**src/rtl/beat_gen_pkg.sv**
```systemverilog
// Shared types and helpers for the beat generator: FSM state encoding and
// a width-agnostic one-hot left rotation.
package beat_gen_pkg;

  typedef enum logic {
    RUN    = 1'b0,
    HALTED = 1'b1
  } state_t;

  localparam int MAX_BEATS = 64;
  localparam logic [MAX_BEATS-1:0] ONE = MAX_BEATS'(1);

  // Rotates the low n bits of v left by one; bits at n and above come back zero.
  function automatic logic [MAX_BEATS-1:0] onehot_rotl(input logic [MAX_BEATS-1:0] v,
                                                       input int n);
    logic [MAX_BEATS-1:0] top;
    logic [MAX_BEATS-1:0] mask;
    logic [MAX_BEATS-1:0] r;
    top  = ONE << (n - 1);
    mask = (top << 1) - ONE;
    r    = (v << 1) & mask;
    r[0] = |(v & top);
    return r;
  endfunction

endpackage

```
**src/rtl/beat_gen_if.sv**
```systemverilog
// Control/status bundle between the beat generator and its controller.
interface beat_gen_if #(
  parameter int NUM_BEATS = 6,
  parameter int IDX_W     = $clog2(NUM_BEATS),
  parameter int CNT_W     = 16
);
  logic                 run;
  logic                 mode_step;
  logic                 step;
  logic                 stall;
  logic                 end_cycle;
  logic                 halt_req;
  logic [NUM_BEATS-1:0] beat;
  logic [IDX_W-1:0]     beat_idx;
  logic                 cycle_start;
  logic                 halted;
  logic [CNT_W-1:0]     cycle_cnt;

  modport master (
    output run, mode_step, step, stall, end_cycle, halt_req,
    input  beat, beat_idx, cycle_start, halted, cycle_cnt
  );

  modport slave (
    input  run, mode_step, step, stall, end_cycle, halt_req,
    output beat, beat_idx, cycle_start, halted, cycle_cnt
  );
endinterface

```
**src/rtl/beat_gen_rise_detect.sv**
```systemverilog
// Single-bit rising-edge detector; the history register updates every clock.
module rise_detect (
  input  logic clk,
  input  logic rst_n,
  input  logic d,
  output logic rise
);
  logic d_q;

  always_ff @(posedge clk or negedge rst_n) begin
    if (!rst_n) d_q <= 1'b0;
    else        d_q <= d;
  end

  assign rise = d & ~d_q;
endmodule

```
**src/rtl/beat_gen.sv**
```systemverilog
// One-hot timing-beat ring with stall, early end-of-cycle, single-step,
// halt-at-boundary, beat index and completed-cycle counter.
import beat_gen_pkg::*;

module beat_gen #(
  parameter int NUM_BEATS = 6,
  parameter int IDX_W     = $clog2(NUM_BEATS),
  parameter int CNT_W     = 16
) (
  input  logic     clk,
  input  logic     rst_n,
  beat_gen_if.slave bus
);
  localparam logic [IDX_W-1:0]     LAST_IDX = IDX_W'(NUM_BEATS - 1);
  localparam logic [NUM_BEATS-1:0] T0       = NUM_BEATS'(1);
  localparam logic [NUM_BEATS-1:0] TLAST    = {1'b1, {(NUM_BEATS-1){1'b0}}};

  state_t               state_p0, state_d;
  logic [NUM_BEATS-1:0] beat_p0, beat_d;
  logic [IDX_W-1:0]     idx_p0, idx_d;
  logic [CNT_W-1:0]     cnt_p0, cnt_d;
  logic                 cs_p0, cs_d;
  logic                 step_rise;
  logic                 adv;
  logic                 wrap;

  rise_detect u_step_rise (
    .clk  (clk),
    .rst_n(rst_n),
    .d    (bus.step),
    .rise (step_rise)
  );

  // A step edge that lands during stall or run=0 is consumed here and lost.
  assign adv  = bus.run & ~bus.stall & (~bus.mode_step | step_rise);
  assign wrap = adv & (bus.end_cycle | (idx_p0 == LAST_IDX));

  always_comb begin
    state_d = state_p0;
    beat_d  = beat_p0;
    idx_d   = idx_p0;
    cnt_d   = cnt_p0;
    cs_d    = 1'b0;
    unique case (state_p0)
      RUN: begin
        if (wrap) begin
          if (bus.halt_req) begin
            state_d = HALTED;
          end else begin
            beat_d = T0;
            idx_d  = '0;
            cs_d   = 1'b1;
            cnt_d  = cnt_p0 + CNT_W'(1);
          end
        end else if (adv) begin
          beat_d = NUM_BEATS'(onehot_rotl(MAX_BEATS'(beat_p0), NUM_BEATS));
          idx_d  = idx_p0 + IDX_W'(1);
        end
      end
      HALTED: begin
        // Leaving halt performs the pending wrap directly, with no dead beat.
        if (adv && !bus.halt_req) begin
          state_d = RUN;
          beat_d  = T0;
          idx_d   = '0;
          cs_d    = 1'b1;
          cnt_d   = cnt_p0 + CNT_W'(1);
        end
      end
      default: state_d = RUN;
    endcase
  end

  // Stage p0: registered beat ring, index, counter and status.
  always_ff @(posedge clk or negedge rst_n) begin
    if (!rst_n) begin
      state_p0 <= RUN;
      beat_p0  <= TLAST;
      idx_p0   <= LAST_IDX;
      cnt_p0   <= '0;
      cs_p0    <= 1'b0;
    end else begin
      state_p0 <= state_d;
      beat_p0  <= beat_d;
      idx_p0   <= idx_d;
      cnt_p0   <= cnt_d;
      cs_p0    <= cs_d;
    end
  end

  assign bus.beat        = beat_p0;
  assign bus.beat_idx    = idx_p0;
  assign bus.cycle_start = cs_p0;
  assign bus.halted      = (state_p0 == HALTED);
  assign bus.cycle_cnt   = cnt_p0;
endmodule
```
**src/flat_wrapper.sv**
```systemverilog
// flat-port wrapper written by rule: the top's interface ports become plain ports
module beat_gen_flat 
#(
  parameter int NUM_BEATS = 6,
  parameter int IDX_W     = $clog2(NUM_BEATS),
  parameter int CNT_W     = 16
)
  (clk, rst_n, bus_run, bus_mode_step, bus_step, bus_stall, bus_end_cycle, bus_halt_req, bus_beat, bus_beat_idx, bus_cycle_start, bus_halted, bus_cycle_cnt);
  beat_gen_if #(.NUM_BEATS(NUM_BEATS), .IDX_W(IDX_W), .CNT_W(CNT_W)) bus_i ();
  input  logic clk;
  input  logic rst_n;
  input wire logic [$bits(bus_i.run)-1:0] bus_run;
  input wire logic [$bits(bus_i.mode_step)-1:0] bus_mode_step;
  input wire logic [$bits(bus_i.step)-1:0] bus_step;
  input wire logic [$bits(bus_i.stall)-1:0] bus_stall;
  input wire logic [$bits(bus_i.end_cycle)-1:0] bus_end_cycle;
  input wire logic [$bits(bus_i.halt_req)-1:0] bus_halt_req;
  output wire logic [$bits(bus_i.beat)-1:0] bus_beat;
  output wire logic [$bits(bus_i.beat_idx)-1:0] bus_beat_idx;
  output wire logic [$bits(bus_i.cycle_start)-1:0] bus_cycle_start;
  output wire logic [$bits(bus_i.halted)-1:0] bus_halted;
  output wire logic [$bits(bus_i.cycle_cnt)-1:0] bus_cycle_cnt;
  assign bus_i.run = bus_run;
  assign bus_i.mode_step = bus_mode_step;
  assign bus_i.step = bus_step;
  assign bus_i.stall = bus_stall;
  assign bus_i.end_cycle = bus_end_cycle;
  assign bus_i.halt_req = bus_halt_req;
  assign bus_beat = bus_i.beat;
  assign bus_beat_idx = bus_i.beat_idx;
  assign bus_cycle_start = bus_i.cycle_start;
  assign bus_halted = bus_i.halted;
  assign bus_cycle_cnt = bus_i.cycle_cnt;
  beat_gen #(.NUM_BEATS(NUM_BEATS), .IDX_W(IDX_W), .CNT_W(CNT_W)) u_core (.clk(clk), .rst_n(rst_n), .bus(bus_i));
endmodule
```
**config.mk**
```make
export PLATFORM = sky130hd
export DESIGN_NAME = beat_gen_flat
export DESIGN_NICKNAME = d
export VERILOG_FILES = /design/src/rtl/beat_gen_pkg.sv /design/src/rtl/beat_gen_if.sv /design/src/rtl/beat_gen_rise_detect.sv /design/src/rtl/beat_gen.sv /design/src/flat_wrapper.sv
export SDC_FILE = /design/constraint.sdc
export NUM_CORES = 1
export LEC_CHECK = 0
export BUFFER_PORTS_ARGS = -buffer_cell sky130_fd_sc_hd__buf_2
export CAP_MARGIN = 20
export CORE_ASPECT_RATIO = 0.8
export CORE_MARGIN = 2
export CORE_UTILIZATION = 40
export CTS_BUF_LIST = sky130_fd_sc_hd__clkbuf_8
export CTS_CLUSTER_DIAMETER = 50
export CTS_CLUSTER_SIZE = 14
export DETAILED_ROUTE_END_ITERATION = 12
export PLACE_DENSITY_LB_ADDON = 0.08
export SLEW_MARGIN = 20
export SYNTH_ARGS = -nofsm -noshare
export SYNTH_HDL_FRONTEND = slang
export SYNTH_SLANG_ARGS = --single-unit
```
**constraint.sdc**
```tcl
create_clock -name clk -period 4.05 [get_ports clk]
set_input_delay 0.6075 -clock clk [delete_from_list [all_inputs] [get_ports clk]]
set_output_delay 0.6075 -clock clk [all_outputs]
set_load 0.05 [all_outputs]
```
Word level (Yosys, flattened, before mapping)
Index checks and enable logic that the tools add are counted.
W data, S select, Z words.
{"block": "totals", "regBits": 28, "in_bits": 8, "output_inout_bits": 27}
{"block": "classes", "add_sub_neg": 2, "reduce_logical": 4, "eq_ne": 6, "bitwise": 10, "n_mux": 22}
{"cell": "$mux W16", "count": 3}
{"cell": "$pmux W16 S2", "count": 1}
{"cell": "$mux W6", "count": 4}
{"cell": "$add A16 B1 Y16 const B", "count": 1}
{"cell": "$mux W3", "count": 4}
{"cell": "$pmux W6 S2", "count": 1}
{"cell": "$mux W1", "count": 6}
{"cell": "$pmux W3 S2", "count": 1}
{"cell": "$reduce_and A3 Y1", "count": 2}
{"cell": "$and A1 B1 Y1", "count": 4}
{"cell": "$ne A2 B2 Y1 const B", "count": 2}
{"cell": "$not A1 Y1", "count": 4}
{"cell": "$pmux W1 S2", "count": 2}
{"cell": "$add A3 B1 Y3 const B", "count": 1}
{"cell": "$eq A3 B3 Y1 const B", "count": 1}
{"cell": "$ne A3 B1 Y1 const B", "count": 1}
{"cell": "$ne A3 B3 Y1 const B", "count": 1}
{"cell": "$ne A2 B1 Y1 const B", "count": 1}
{"cell": "$or A1 B1 Y1", "count": 2}
{"cell": "$logic_and A1 B1 Y1", "count": 1}
{"cell": "$logic_not A1 Y1", "count": 1}

Depth between registers and ports, before layout
Gate-level depths: netlist of run 1.
{"block": "depth", "ltp_word": 7, "ltp_mapped": 7, "ltp_nobuf": 7}

By module
A second synthesis of run 1 with hierarchy kept.
{"block": "unflattened", "cells_unflattened": 114, "hier_area_um2": 1258.7}
{"mod": "beat_gen", "seq_area_each_um2": 679.4, "n_inst": 1, "cells_each": 112, "area_per_inst_um2": 1219.9}
{"mod": "rise_detect", "seq_area_each_um2": 25.0, "n_inst": 1, "cells_each": 2, "area_per_inst_um2": 38.8}

Least setup slack after synthesis of run 1
No wires, ideal clock.
{"block": "synth_timing", "path_kind": "register to register", "startpoint": "register u_core.idx_p0[0], in the netlist u_core.bus.beat_idx[0]", "endpoint": "register u_core.cnt_p0[12], in the netlist u_core.bus.cycle_cnt[12]", "required_ns": 3.905, "arrival_time_ns": 1.798, "setup_ns": 0.145, "stages_incl_launch_ff": 7, "path_slack_ns": 2.107, "path_buffers": 1, "path_cell_list": "dfstp_2 > ha_1 > a211o_2 > o2111ai_4 > buf_6 > nor4_1 > xor2_1"}
{"block": "synth_between", "elab_chain_len": 5}
{"item": "from (decl)", "line": "beat_gen.sv:20", "text": "logic [IDX_W-1:0] idx_p0, idx_d;"}
{"item": "from (signal assigned)", "line": "beat_gen.sv:85", "text": "idx_p0 <= idx_d;"}
{"item": "$eq A3 B3 Y1", "line": "beat_gen.sv:36", "text": "assign wrap = adv & (bus.end_cycle | (idx_p0 == LAST_IDX));"}
{"item": "$or A1 B1 Y1", "line": "beat_gen.sv:36"}
{"item": "$and A1 B1 Y1", "line": "beat_gen.sv:36"}
{"item": "$ne A2 B1 Y1 (no line)"}
{"item": "$reduce_and A3 Y1 (no line)"}
{"item": "to (signal assigned)", "line": "beat_gen.sv:86", "text": "cnt_p0 <= cnt_d;"}
{"item": "to (decl)", "line": "beat_gen.sv:21", "text": "logic [CNT_W-1:0] cnt_p0, cnt_d;"}
No other way between the ends.
A chain may end at the register's enable or synchronous reset.

Final worst setup path of run 1
{"block": "layout_timing", "startpoint": "register u_core.idx_p0[0], in the netlist u_core.bus.beat_idx[0]", "endpoint": "register u_core.cnt_p0[15], in the netlist u_core.bus.cycle_cnt[15]"}
The elaborated chain is that of the path after synthesis.

==> impl_metrics.tcl, run 1 <==
set metrics [dict create \
    status "finished clean" \
    clock.fmax_mhz 524 \
    dp_hpwl_um 1810 \
    cp-end-kind "flip-flop" \
    pin_count 35 \
    die_h_um 54.3 \
    synth_cell_types 30 \
    ys_warn_count 0 \
    multiInputGateArea_sq_um 523 \
    routed_wl_um 2380 \
    cts.clk_slew.worst_paths_ns 0.09 \
    grt_pass1_wl_um 4020 \
    syn_nets 120 \
    synthTopCellsByArea "dfrtp_1 (49%), dfstp_2 (6.2%), xor2_1 (5.5%)" \
    tns_ns 0 \
    antenna_left 0 \
    grt_max_degree 29 \
    fin_crit_sh 0.471 \
    firstDrtPassIters 4 \
    drt-initial-drc-count 46 \
    ys_ff_latch 28 \
    postCtsSetupBuffers 0 \
    routabilityCongestion 0.795 \
    setup_viol 0 \
    slew_violations 0 \
    vias 940 \
    seq_area_sq_um 704 \
    clock-sinks 28 \
    crit_path_start_kind "flip-flop" \
    ir_drop_uv 265 \
    rsz0062_at_grt "false" \
    cts_max_path_buffers 2 \
    p_per_area_nw_per_um2 496 \
    hp-class "in -> async" \
    grt_pass1_vias 851 \
    port_buffers 34 \
    crit_type "reg -> reg" \
    core-area_sq_um 3060 \
    placementRows 18 \
    yosysSeqAreaShare 0.557 \
    route.detailed.drc 0 \
    diodes 0 \
    cts.htree.levels 1 \
    yosysTopAreaCell "dfrtp_1" \
    ctsHoldBuffers 0 \
    fin_nets 158 \
    tritoncts "yes" \
    max_cap_viol_count 0 \
    overflow 0 \
    crit_fanout 14 \
    fp.dieW_um 66.9 \
    insertion_delay_ns 0.27 \
    arrival_ns 2.10 \
    area_delta_synth_final_pct 20.9 \
    n_fill_cell 310 \
    grtUsageTotal 0.153 \
    syn_inst 109 \
    start_util 0.413 \
    total_power_w 0.000759 \
    numCtsBuffers 3 \
    syn_area_per_cell_sq_um 11.6 \
    antenna_found_initial 0 \
    relSlewSlack 0.563 \
    leakage_nw 0.802 \
    wl_per_cell_um 12.8 \
    hold_viol_final 0 \
    layout-drive-gt1-share 0.301 \
    via_per_inst 5.05 \
    yosysTopAreaCellShare 0.495 \
    cts_resized 0 \
    fin_worst_skew_ns 0.00479 \
    syn_area_sq_um 1260 \
    worst_pin_slew_ns 0.656 \
    fin_crit_ns 1.91 \
    clockRootBuffer "clkbuf_8" \
    die_area_sq_um 3630 \
    required_ns 4.24 \
]
[logic make-up after synthesis]
logic type                 Yosys count  share of synthesized area
xor gates and xnor gates            15                      0.104
buffers and inverters                8                     0.0297
adders and majority gates            3                     0.0297
AOI/OAI and AO/OA                   15                     0.0999
muxes                                2                     0.0158
and+or+nand+nor                     38                      0.164
DFF                                 28                      0.557
[sequential cells by signal (all words and copies together), names as in the netlist]
name	flops
u_core.bus.cycle_cnt	16
u_core.bus.beat	6
u_core.bus.beat_idx	3
u_core.bus.cycle_start	1
u_core.bus.halted	1
u_core.u_step_rise.d_q	1
[through the flow]
stage / hold WS (ns) / util / setup WS (ns) / instance area [sq um] / std cells
after floorplan: 0.312 / - / 2.11 / 1260 / 109
after detailed placement: 0.472 / 0.481 / 2.10 / 1470 / 182
after global routing: 0.374 / 0.499 / 2.00 / 1530 / 186
final: 0.338 / 0.499 / 2.14 / 1530 / 186
after global placement: 0.452 / 0.481 / 2.17 / 1470 / 182
after CTS: 0.357 / 0.499 / 2.10 / 1530 / 186
[metal layers]
metal  GRT usage  up-vias  wire length (um)
li1            -      459                 -
met1       0.223      458              1190
met2       0.222       21              1040
met3      0.0432        2               125
met4      0.0510        0                25
met5           0        -                 0
[report_power, final]
group	switching (W)	internal, W
clock	0.0000804	0.0000868
sequential	0.0000347	0.000319
combinational	0.000178	0.0000598
[Yosys cell counts (all sizes together)]
library cell / number
dfrtp: 25
nand3: 4
o2111ai: 1
and3: 1
a2bb2oi: 1
ha: 3
nand2: 11
nor3: 2
nor4b: 1
nor2: 3
inv: 7
nand4: 3
a22o: 4
o21ai: 6
mux2i: 2
xnor2: 7
and4: 1
xor2: 8
buf: 1
o221ai: 1
a211o: 1
nor4: 7
nand2b: 1
a211oi: 1
and2b: 2
or3: 1
or4b: 1
dfstp: 3
[path summary, 6_finish.rpt]
| path | from | endpoint | slack [ns] | cells past startpoint |
|---|---|---|---|---|
| worst max-delay path | u_core.bus.beat_idx[0] | u_core.bus.cycle_cnt[15] | 2.14 | 5 |
| worst min-delay path | rst_n | u_core.bus.halted | 0.34 | 1 |
| worst max register to register | u_core.bus.beat_idx[0] | u_core.bus.cycle_cnt[15] | 2.14 | 5 |
| worst min register to register | u_core.bus.cycle_cnt[15] | u_core.bus.cycle_cnt[15] | 0.47 | 1 |
| max in group asynchronous | rst_n | u_core.bus.cycle_cnt[4] | 3.32 | 1 |
| min in group clk | bus_step | u_core.u_step_rise.d_q | 0.46 | 1 |
[critical path: stages, from the launching register on]
cell and delay (ns):
dfstp_2 0.57, ha_1 0.20, a211o_2 0.17, o2111ai_4 0.25, nor4_1 0.46, xor2_1 0.18
[layout make-up]
type	count	share of cell area
clock buffer	4	0.0360
inverter	7	0.0172
multi-input combinational	73	0.342
sequential	28	0.461
tap	40	0.0327
timing repair buffer	34	0.111
[cell usage in the layout (no fill, tap or decap), types with 4 or more instances in the layout]
cell       n
dfrtp_1   25
o21ai_0    5
buf_2     34
nand3_1    4
nand2_1   11
nor4_1     7
xnor2_1    7
xor2_1     8
a22o_1     4
inv_1      7
clkbuf_8   4
No activity file was read; power rests on OpenSTA's default activity.
==> run 2: changes to the inputs <==
==> constraint.sdc (replaced) <==
create_clock -name clk -period 1.8 [get_ports clk]
set_input_delay 0.27 -clock clk [delete_from_list [all_inputs] [get_ports clk]]
set_output_delay 0.27 -clock clk [all_outputs]
set_load 0.05 [all_outputs]
==> impl_metrics.tcl, run 2 (synthesis results as in run 1) <==
set metrics [dict create \
    status "finished, violations left" \
    violations "negative hold slack, negative setup slack" \
    fin_area_sq_um 1650 \
    drt-initial-drc-count 33 \
    routabilityCongestion 0.753 \
    grt_pass1_vias 870 \
    place_inst 186 \
    crit_path_start_kind "flip-flop" \
    r2r-start "u_core.bus.beat_idx[0]" \
    internal-power_w 0.00104 \
    pwr-share-seq 0.465 \
    insertion_delay_ns 0.27 \
    grt_pass1_wl_um 4160 \
    pin_count 35 \
    crit_chain "ha_4 -> a211o_4 -> o2111ai_4 -> buf_12 -> nor4_4 -> xor2_1" \
    placed_area_sq_um 1590 \
    crit_type "reg -> reg" \
    rsz0062_at_grt "true" \
    clockRootBuffer "clkbuf_8" \
    setup_viol 1 \
    vias 973 \
    route.detailed.drc 0 \
    start_util 0.413 \
    via_per_inst 5.12 \
    required_ns 2.00 \
    tritoncts "yes" \
    fp.dieW_um 66.9 \
    finalWorstSetupSlack_ns -0.0149 \
    clock.fmax_mhz 551 \
    leakage_nw 0.872 \
    max_stage_delay_ns 0.64 \
    wl_per_cell_um 14.4 \
    clock-sinks 28 \
    worst_pin_slew_ns 0.622 \
    r2r-end "u_core.bus.cycle_cnt[12]" \
    postCtsSetupBuffers 0 \
    r2r_setup_slack_ns -0.01 \
    largest_reg_flops 16 \
    cts.htree.levels 1 \
    n_fill_cell 303 \
    fin_crit_sh 1.01 \
    swShare 0.401 \
    overflow 0 \
    relSlewSlack 0.585 \
    placementRows 18 \
    die_area_sq_um 3630 \
    grt_max_degree 29 \
    crit_cells 6 \
    fin_crit_ns 1.81 \
    whs_ns -0.000473 \
    cp-end-kind "flip-flop" \
    path_delay_family "flip-flops" \
    p_per_area_nw_per_um2 1050 \
    cp-startpoint "u_core.bus.beat_idx[0]" \
    antenna_left 0 \
    grtUsageTotal 0.156 \
    arrival_ns 2.02 \
    firstDrtPassIters 4 \
    crit_fanout 9 \
    area_delta_synth_final_pct 30.5 \
    diodes 0 \
    comb_power_share 0.335 \
    p_switching_w 0.000696 \
    layout_common_cells "buf_2 (34), dfrtp_1 (24), nand2_1 (11)" \
    pwr-share-clk 0.200 \
    cts_max_path_buffers 2 \
    die_h_um 54.3 \
    layout-drive-gt1-share 0.367 \
    layout_commonest_cell "buf_2" \
    hp-class "in -> async" \
    fin_worst_skew_ns 0.00279 \
    slowest_stage "dfstp_4" \
    port_buffers 34 \
    endpoint "u_core.bus.cycle_cnt[12]" \
    reg2reg_depth 6 \
    antenna_found_initial 0 \
    cts.clk_slew.worst_paths_ns 0.09 \
    cp_num_buf_inv 1 \
    routed_wl_um 2730 \
    layout.cells.non_filler 190 \
    ir_drop_uv 855 \
    ctsHoldBuffers 0 \
    numCtsBuffers 3 \
    slew_violations 0 \
    max_cap_viol_count 0 \
    dp_hpwl_um 1980 \
    hold_viol_final 2 \
    fin_nets 162 \
    core-area_sq_um 3060 \
]
==> run 2: cell count changes in the layout (fill, tap and decap cells not counted), moves of 3 or more <==
cell    change
nor4_1      -6
nor4_4      +3
buf_4       +3
nor4_2      +3
==> run 2: final cells by class <==
type | instances | area (sq um) | area share
Clock buffer | 3 | 41.3 | 0.0250
Clock inverter | 1 | 3.75 | 0.00227
Timing Repair Buffer | 38 | 213 | 0.129
Multi-Input combinational cell | 73 | 607 | 0.368
Tap cell | 40 | 50.0 | 0.0303
Sequential cell | 28 | 709 | 0.430
Inverter | 7 | 26.3 | 0.0159
==> run 2: how the worst min path moves through the flow <==
stage | cells past startpoint | startpoint | slack [ns] | to
final | 1 | rst_n | -0.0005 | u_core.bus.halted
after global routing | 1 | rst_n | 0.04 | u_core.bus.beat[1]
after CTS | 1 | rst_n | 0.02 | u_core.bus.halted
after detailed placement | 1 | rst_n | 0.33 | u_core.bus.halted
after global placement | 1 | rst_n | 0.32 | u_core.bus.halted
after floorplan | 0 | rst_n | -0.03 | u_core.bus.beat[0]
==> run 2: repair_timing <==
item / CTS / global route
gates cloned: 0 / 0
endpoints found under the setup margin: 2 / 6
gates resized for setup: 0 / 2
==> run 2: per-layer routing <==
metal  GRT usage  vias to the layer above  routed length, um  part of all wire
met5           0                        -                  0                 0
met4      0.0306                        0                 36             0.013
met3      0.0494                        6                180             0.066
met2       0.257                       38               1190              0.44
met1       0.205                      457               1330              0.48
li1            -                      472                  -                 -
==> run 2: power groups by stage <==
stage	Sequential, W	Combinational (W)	Clock [W]
after CTS	0.000807	0.000588	0.000363
after global routing	0.000821	0.000622	0.000400
after detailed placement	0.000819	0.000586	0
final	0.000806	0.000581	0.000346
after floorplan	0.00109	0.000146	0
after global placement	0.000811	0.000575	0
==> run 2: metrics by stage <==
stage / util / total power [W] / worst slack (ns) / TNS (ns)
3_3_place_gp: 0.518 / 0.00139 / 0.0648 / 0
3_5_place_dp: 0.518 / 0.00140 / 0.0145 / 0
4_1_cts: 0.533 / 0.00176 / -0.0119 / -0.0220
5_1_grt: 0.539 / 0.00184 / -0.120 / -0.455
6_report: 0.539 / 0.00173 / -0.0149 / -0.0149
2_1_floorplan: - / 0.00123 / 0.00237 / 0
==> run 2: worst reg2reg max path, cell delays in order, from the launching register on <==
cell       delay [ns]
dfstp_4          0.64
ha_4             0.14
a211o_4          0.13
o2111ai_4        0.16
buf_12           0.21
nor4_4           0.31
xor2_1           0.17
==> run 3: changes to the inputs <==
--- a/config.mk
+++ b/config.mk
@@ -10,10 +10,11 @@
 export CORE_ASPECT_RATIO = 0.8
 export CORE_MARGIN = 2
 export CORE_UTILIZATION = 40
-export CTS_BUF_LIST = sky130_fd_sc_hd__clkbuf_8
+export CTS_BUF_LIST = sky130_fd_sc_hd__clkbuf_16
 export CTS_CLUSTER_DIAMETER = 50
 export CTS_CLUSTER_SIZE = 14
 export DETAILED_ROUTE_END_ITERATION = 12
+export GPL_ROUTABILITY_DRIVEN = 0
 export PLACE_DENSITY_LB_ADDON = 0.08
 export SLEW_MARGIN = 20
 export SYNTH_ARGS = -nofsm -noshare
==> impl_metrics.tcl, run 3 (synthesis results as in run 1) <==
set metrics [dict create \
    r2r_setup_slack_ns -0.004 \
    worst_pin_slew_ns 0.622 \
    insertion_delay_ns 0.26 \
    start_util 0.413 \
    numCtsBuffers 3 \
    max_stage_delay_ns 0.63 \
    clockRootBuffer "clkbuf_16" \
    grtUsageTotal 0.162 \
    grt_max_degree 29 \
    cp_num_buf_inv 1 \
    relSlewSlack 0.586 \
    reg2reg_depth 6 \
    leakage_nw 0.876 \
    antenna_left 0 \
    area_delta_synth_final_pct 33.0 \
    r2r-start "u_core.bus.beat_idx[0]" \
    crit_chain "ha_4 -> a211o_4 -> o2111ai_4 -> buf_12 -> nor4_4 -> xor2_1" \
    clock.fmax_mhz 554 \
    core-area_sq_um 3060 \
    die_h_um 54.3 \
    vias 973 \
    total_power_w 0.00190 \
    place_inst 186 \
    hold_viol_final 0 \
    layout_commonest_cell "buf_2" \
    whs_ns 0.0180 \
    cp-startpoint "u_core.bus.beat_idx[0]" \
    hp-class "in -> async" \
    grt_pass1_vias 888 \
    grt_pass1_wl_um 4200 \
    fin_nets 163 \
    die_area_sq_um 3630 \
    crit_type "reg -> reg" \
    violations "negative setup slack" \
    max_cap_viol_count 0 \
    tritoncts "yes" \
    largest_reg_flops 16 \
    via_per_inst 5.09 \
    wl_per_cell_um 14.6 \
    arrival_ns 1.99 \
    layout-drive-gt1-share 0.371 \
    drt-initial-drc-count 38 \
    fin_worst_skew_ns 0.00171 \
    cts.htree.levels 1 \
    slowest_stage "dfstp_4" \
    path_delay_family "flip-flops" \
    fp.dieW_um 66.9 \
    placementRows 18 \
    crit_cells 6 \
    fin_crit_ns 1.80 \
    cts_max_path_buffers 2 \
    route.detailed.drc 0 \
    overflow 0 \
    cp-end-kind "flip-flop" \
    r2r-end "u_core.bus.cycle_cnt[10]" \
    slew_violations 0 \
    diodes 0 \
    firstDrtPassIters 4 \
    crit_fanout 9 \
    crit_path_start_kind "flip-flop" \
    fin_crit_sh 1.00 \
    placed_area_sq_um 1590 \
    cts.clk_slew.worst_paths_ns 0.07 \
    layout_common_cells "buf_2 (34), dfrtp_1 (24), nand2_1 (11)" \
    antenna_found_initial 0 \
    port_buffers 34 \
    setup_viol 1 \
    finalWorstSetupSlack_ns -0.00432 \
    routed_wl_um 2790 \
    layout.cells.non_filler 191 \
    p_per_area_nw_per_um2 1130 \
    fin_area_sq_um 1680 \
    required_ns 1.99 \
    pin_count 35 \
    ctsHoldBuffers 0 \
    ir_drop_uv 955 \
    dp_hpwl_um 1980 \
    endpoint "u_core.bus.cycle_cnt[10]" \
    rsz0062_at_grt "true" \
    status "finished, violations left" \
    clock-sinks 28 \
]
-- run 3: worst min path at each step --
stage | start | endpoint | slack [ns] | depth (start not counted)
2_1_floorplan | rst_n | u_core.bus.beat[0] | -0.03 | 0
3_3_place_gp | rst_n | u_core.bus.halted | 0.32 | 1
3_5_place_dp | rst_n | u_core.bus.halted | 0.33 | 1
4_1_cts | rst_n | u_core.bus.halted | 0.04 | 1
5_1_grt | rst_n | u_core.u_step_rise.d_q | 0.07 | 1
6_report | rst_n | u_core.bus.beat_idx[1] | 0.02 | 1
-- run 3: final cells by class --
| type | count | area (sq um) |
|---|---|---|
| Clock buffer | 3 | 75.1 |
| Clock inverter | 1 | 3.75 |
| Fill cell | 296 | 1380 |
| Inverter | 7 | 26.3 |
| Multi-Input combinational cell | 73 | 598 |
| Sequential cell | 28 | 709 |
| Tap cell | 40 | 50.0 |
| Timing Repair Buffer | 39 | 220 |
-- run 3: power by group --
group          internal [W]  total (W)  switching [W]
clock              0.000298   0.000506       0.000208
combinational      0.000163   0.000584       0.000421
sequential         0.000724   0.000807      0.0000830
-- run 3: per-layer routing --
layer	part of all wire	wire length (um)	vias to the layer above	global-route usage
met1	0.47	1320	472	0.202
met5	0	0	-	0
met2	0.46	1280	26	0.263
met4	0.015	43	0	0.0612
met3	0.053	149	4	0.0556
li1	-	-	471	-
-- run 3: timing repair --
item / in CTS / in global routing
endpoints found under the setup margin: 2 / 6
gates resized for setup: 0 / 1
buffers inserted: 0 / 1
-- run 3: stage by stage --
stage | util | TNS [ns] | worst slack (ns)
global route | 0.549 | -0.387 | -0.112
floorplan | - | 0 | 0.00237
global placement | 0.518 | 0 | 0.0648
finish | 0.549 | -0.00432 | -0.00432
detailed placement | 0.518 | 0 | 0.0145
CTS | 0.544 | -0.0110 | -0.00588
